==> src/rtl/router_input_queue.sv <==
// router_input_queue
// Input-side FIFO of a router port. Each message carries its destination in
// the top bits; the head entry is steered to one downstream port through a
// one-hot valid vector. Heads addressed to a port that does not exist are
// discarded and tallied in a wrapping 8-bit drop counter.
module router_input_queue #(
    parameter int p_nbits    = 8,
    parameter int p_noutputs = 4,
    parameter int p_depth    = 4
) (
    input  logic                          clk,
    input  logic                          reset,
    input  logic [p_nbits-1:0]            recv_msg,
    input  logic                          recv_val,
    output logic                          recv_rdy,
    output logic [p_nbits-1:0]            send_msg,
    output logic [$clog2(p_noutputs)-1:0] send_sel,
    output logic [p_noutputs-1:0]         send_val,
    input  logic [p_noutputs-1:0]         send_rdy,
    output logic [$clog2(p_depth):0]      count,
    output logic [7:0]                    drop_count
);

    localparam int SELW = $clog2(p_noutputs);
    localparam int PTRW = $clog2(p_depth);
    localparam int CNTW = PTRW + 1;

    // Entry storage; never reset, since occupancy alone decides what is live.
    logic [p_nbits-1:0] r_mem [p_depth];

    logic [PTRW-1:0]    r_head;
    logic [PTRW-1:0]    r_tail;
    logic [CNTW-1:0]    r_count;
    logic [7:0]         r_drop;

    logic               w_empty;
    logic               w_full;
    logic               w_push;
    logic               w_deq;
    logic               w_discard;
    logic               w_pop;
    logic [p_nbits-1:0] w_head_msg;
    logic [SELW-1:0]    w_dest;
    logic [p_noutputs-1:0] w_send_val;

    assign w_empty    = (r_count == '0);
    assign w_full     = (r_count == CNTW'(p_depth));
    assign w_head_msg = r_mem[r_head];
    assign w_dest     = w_head_msg[p_nbits-1 -: SELW];

    // One valid bit per existing port. A destination code beyond the last
    // port matches no bit, which is exactly the condition for discarding.
    generate
        for (genvar gi = 0; gi < p_noutputs; gi++) begin : g_port_val
            assign w_send_val[gi] = !w_empty && (w_dest == SELW'(gi));
        end
    endgenerate

    // Full blocks enqueue outright, even when the head leaves the same cycle.
    assign w_push    = recv_val && !w_full;
    assign w_deq     = |(w_send_val & send_rdy);
    assign w_discard = !w_empty && !(|w_send_val);
    assign w_pop     = w_deq || w_discard;

    assign recv_rdy   = !w_full;
    assign send_val   = w_send_val;
    assign send_msg   = w_empty ? '0 : w_head_msg;
    assign send_sel   = w_empty ? '0 : w_dest;
    assign count      = r_count;
    assign drop_count = r_drop;

    // Write accepted messages at the tail slot.
    always_ff @(posedge clk) begin
        if (w_push) begin
            r_mem[r_tail] <= recv_msg;
        end
    end

    // Pointer, occupancy and drop bookkeeping; pointers wrap naturally
    // because the depth is a power of two.
    always_ff @(posedge clk or posedge reset) begin
        if (reset) begin
            r_head  <= '0;
            r_tail  <= '0;
            r_count <= '0;
            r_drop  <= '0;
        end else begin
            if (w_push) begin
                r_tail <= r_tail + PTRW'(1);
            end
            if (w_pop) begin
                r_head <= r_head + PTRW'(1);
            end
            if (w_discard) begin
                r_drop <= r_drop + 8'd1;
            end
            case ({w_push, w_pop})
                2'b10:   r_count <= r_count + CNTW'(1);
                2'b01:   r_count <= r_count - CNTW'(1);
                default: r_count <= r_count;
            endcase
        end
    end

endmodule

==> config.mk <==
export PLATFORM = sky130hd
export DESIGN_NAME = router_input_queue
export DESIGN_NICKNAME = d
export VERILOG_FILES = /design/src/rtl/router_input_queue.sv
export SDC_FILE = /design/constraint.sdc
export NUM_CORES = 1
export LEC_CHECK = 0
export CORE_ASPECT_RATIO = 0.8
export CORE_UTILIZATION = 45
export DETAILED_ROUTE_END_ITERATION = 8
export PLACE_DENSITY_LB_ADDON = 0.12
export SYNTH_ARGS = -nofsm -noshare
export SYNTH_HDL_FRONTEND = slang
export SYNTH_SLANG_ARGS = --single-unit
==> constraint.sdc <==
create_clock -name clk -period 3.1 [get_ports clk]
set_clock_uncertainty 0.2 [all_clocks]
set_input_delay 0.775 -clock clk [delete_from_list [all_inputs] [get_ports clk]]
set_output_delay 0.775 -clock clk [all_outputs]
set_load 0.005 [all_outputs]
==> flow_metrics.env <==
export IMPL_finalHoldViolations=0
export IMPL_fill_cells=316
export IMPL_finalCritPeriodShare_pct=97.6
export IMPL_hp_class="register to register"
export IMPL_clk_latency_ns=0.30
export IMPL_grt_pass1_wl_mm=5.13
export IMPL_worstMarginPinSlew_ns=0.677
export IMPL_ys_warn_count=0
export IMPL_async_reset_ff_share_pct=31.9
export IMPL_rsz0062_at_grt="false"
export IMPL_cts_buffers=5
export IMPL_synth_edf_count=32
export IMPL_arrival_ns=2.05
export IMPL_setup_viol=0
export IMPL_antenna_found_initial=0
export IMPL_worstSetupEndpointType="output port"
export IMPL_fmax_mhz=331
export IMPL_grt_usage_pct=15.5
export IMPL_cp_required_ns=2.12
export IMPL_area_delta_synth_final_pct=27.6
export IMPL_num_vias=1080
export IMPL_die_area_sq_um=4710
export IMPL_overflow=0
export IMPL_io_buffers=40
export IMPL_routed_wl_mm=3.31
export IMPL_slew_violations=0
export IMPL_crit_type="register to output port"
export IMPL_gp_congestion=0.693
export IMPL_grt_start_max_net_pins=16
export IMPL_wl_per_cell_microns=15.0
export IMPL_ir_drop_mv=0.464
export IMPL_startpoint_type="register"
export IMPL_seq_area_frac_synth_pct=66.9
export IMPL_synth_common_cells="edfxtp_1, dfrtp_1, clkbuf_1, inv_1, nor2_1"
export IMPL_dp_hpwl_mm=2.43
export IMPL_finalCriticalPeriod_ns=3.02
export IMPL_r2r_start="r_head[0]"
export IMPL_multi_input_area_sq_um=571
export IMPL_die_width_microns=76.5
export IMPL_setup_slack_ns=0.0758
export IMPL_initial_core_util_pct=47.2
export IMPL_core_sq_um=4230
export IMPL_rows=21
export IMPL_die_height_microns=61.6
export IMPL_min_from="drop_count[2]"
export IMPL_netlist_area_leader_share_pct=48.1
export IMPL_ys_ff_latch=47
export IMPL_leakagePower_nw=1.03
export IMPL_htree_levels=2
export IMPL_drc=0
export IMPL_syn_avg_cell_area_sq_um=16.1
export IMPL_clock_sinks=47
export IMPL_critPathLaunch="r_head[0]"
export IMPL_grt_pass1_vias=1026
export IMPL_synth_distinct_cells=27
export IMPL_root_buffer="clkbuf_8"
export IMPL_regArea_sq_um=1340
export IMPL_first_pass_iters=4
export IMPL_syn_area_sq_um=2000
export IMPL_synth_most_common_cell="edfxtp_1"
export IMPL_clk_path_buf_depth=2
export IMPL_final_antenna_net_count=0
export IMPL_run_status="finished, final reports clean"
export IMPL_postSynthCellCount=124
export IMPL_drt_initial_drc_count=40
export IMPL_crit_fanout=6
export IMPL_drive_gt1_share_pct=12.2
export IMPL_path_clk_slew_ns=0.08
export IMPL_power_density_nw_per_um2=905
export IMPL_ioPinCount=41
export IMPL_ys_flop_type="edfxtp_1"
export IMPL_slew_headroom_pct=54.5
export IMPL_yosys_area_top_type="edfxtp_1"
export IMPL_avgViaCountPerCell=4.89
export IMPL_syn_nets=145
export IMPL_cts_tree="done"
export IMPL_pre_cts_ws_ns=0.152
export IMPL_setup_tns_ns=0
export IMPL_fin_nets=184
export IMPL_cap_violations=0
export IMPL_netlist_top_cells_area="edfxtp_1, dfrtp_1, mux4_1"
export IMPL_antenna_cells=0
-- worst paths after layout --
check | endpoint | slack [ns] | depth (start not counted)
setup / recovery | send_msg[0] | 0.08 | 4
hold / removal | drop_count[2] | 0.18 | 0
setup reg to reg | count[2] | 0.23 | 10
hold reg to reg | drop_count[2] | 0.18 | 0
max in group asynchronous | r_head[0] | 1.67 | 2
min in group asynchronous | r_head[0] | 0.62 | 2
-- state kept, by name (all words and copies together) (netlist names) --
signal and count:
r_head 2, r_mem 32, r_tail 2, count 3
drop_count 8
-- kinds of logic (layout without fill, tap and decap cells) --
group	Yosys count	count (layout)	share of synthesized area, %
muxes	11	11	12.5
DFF	47	47	66.9
adders and majority gates	6	6	4.14
buffers and inverters	22	62	5.01
AOI/OAI and AO/OA	4	4	1.75
xor gates and xnor gates	6	6	2.63
and+or+nand+nor	28	28	7.02
-- per-layer routing --
layer	GRT usage (%)	part of all wire [%]
met5	0	0
met3	3.70	3.6
met2	25.2	49
met4	9.07	2.1
met1	19.7	46
-- critical path, stage by stage (launching register included) --
cell             delay (ns)
dfrtp_2                0.44
buf_6                  0.16
mux4_1                 0.54
and2_1                 0.17
clkdlybuf4s50_1        0.44
-- layout by cell type (no fill, tap or decap), drive strengths merged --
master | Yosys | routed
ha | 5 | 5
or3 | 1 | 1
buf | 4 | 5
clkbuf | 9 | 7
o21ai | 1 | 1
clkinvlp | 0 | 1
inv | 8 | 8
xnor2 | 2 | 2
clkdlybuf4s50 | 0 | 37
a32oi | 1 | 1
dfrtp | 15 | 15
fa | 1 | 1
mux2 | 1 | 1
and3 | 4 | 4
nand3 | 1 | 1
dlymetal6s2s | 0 | 3
nand2 | 4 | 4
edfxtp | 32 | 32
clkinv | 1 | 1
nor3 | 3 | 3
mux2i | 1 | 1
nor2 | 8 | 8
a21oi | 2 | 2
mux4 | 9 | 9
and2 | 7 | 7
xor2 | 4 | 4
-- cell type report --
| cell class | instances | share of cell area [%] |
|---|---|---|
| clock inverters | 1 | 0.295 |
| flip-flops and latches | 47 | 52.5 |
| multi-input cells | 55 | 22.4 |
| repair buffers | 45 | 17.6 |
| clock buffers | 7 | 3.00 |
| well taps | 57 | 2.80 |
| inverters | 9 | 1.38 |
-- per-stage QoR --
step	hold slack (ns)	instances	util [%]	area, sq um	power [W]
2_1_floorplan	0.252	124	-	2000	0.00150
3_3_place_gp	0.165	210	57.2	2420	0.00192
3_5_place_dp	0.164	210	57.2	2420	0.00195
4_1_cts	0.183	219	59.4	2510	0.00231
5_1_grt	0.204	221	60.2	2550	0.00247
6_report	0.177	221	60.2	2550	0.00231
-- power breakdown --
| group | internal, W | switching, W | total [W] |
|---|---|---|---|
| clock | 0.000159 | 0.000184 | 0.000343 |
| combinational | 0.000615 | 0.000450 | 0.00107 |
| sequential | 0.000820 | 0.0000780 | 0.000898 |
| total | 0.00159 | 0.000712 | 0.00231 |
-- repair_timing --
item,CTS,global route
resized for setup,1,6
hold buffers,0,0
endpoints found under the setup margin,6,6
buffers inserted,1,2
Note: power is estimated with default switching activity, not from simulation.
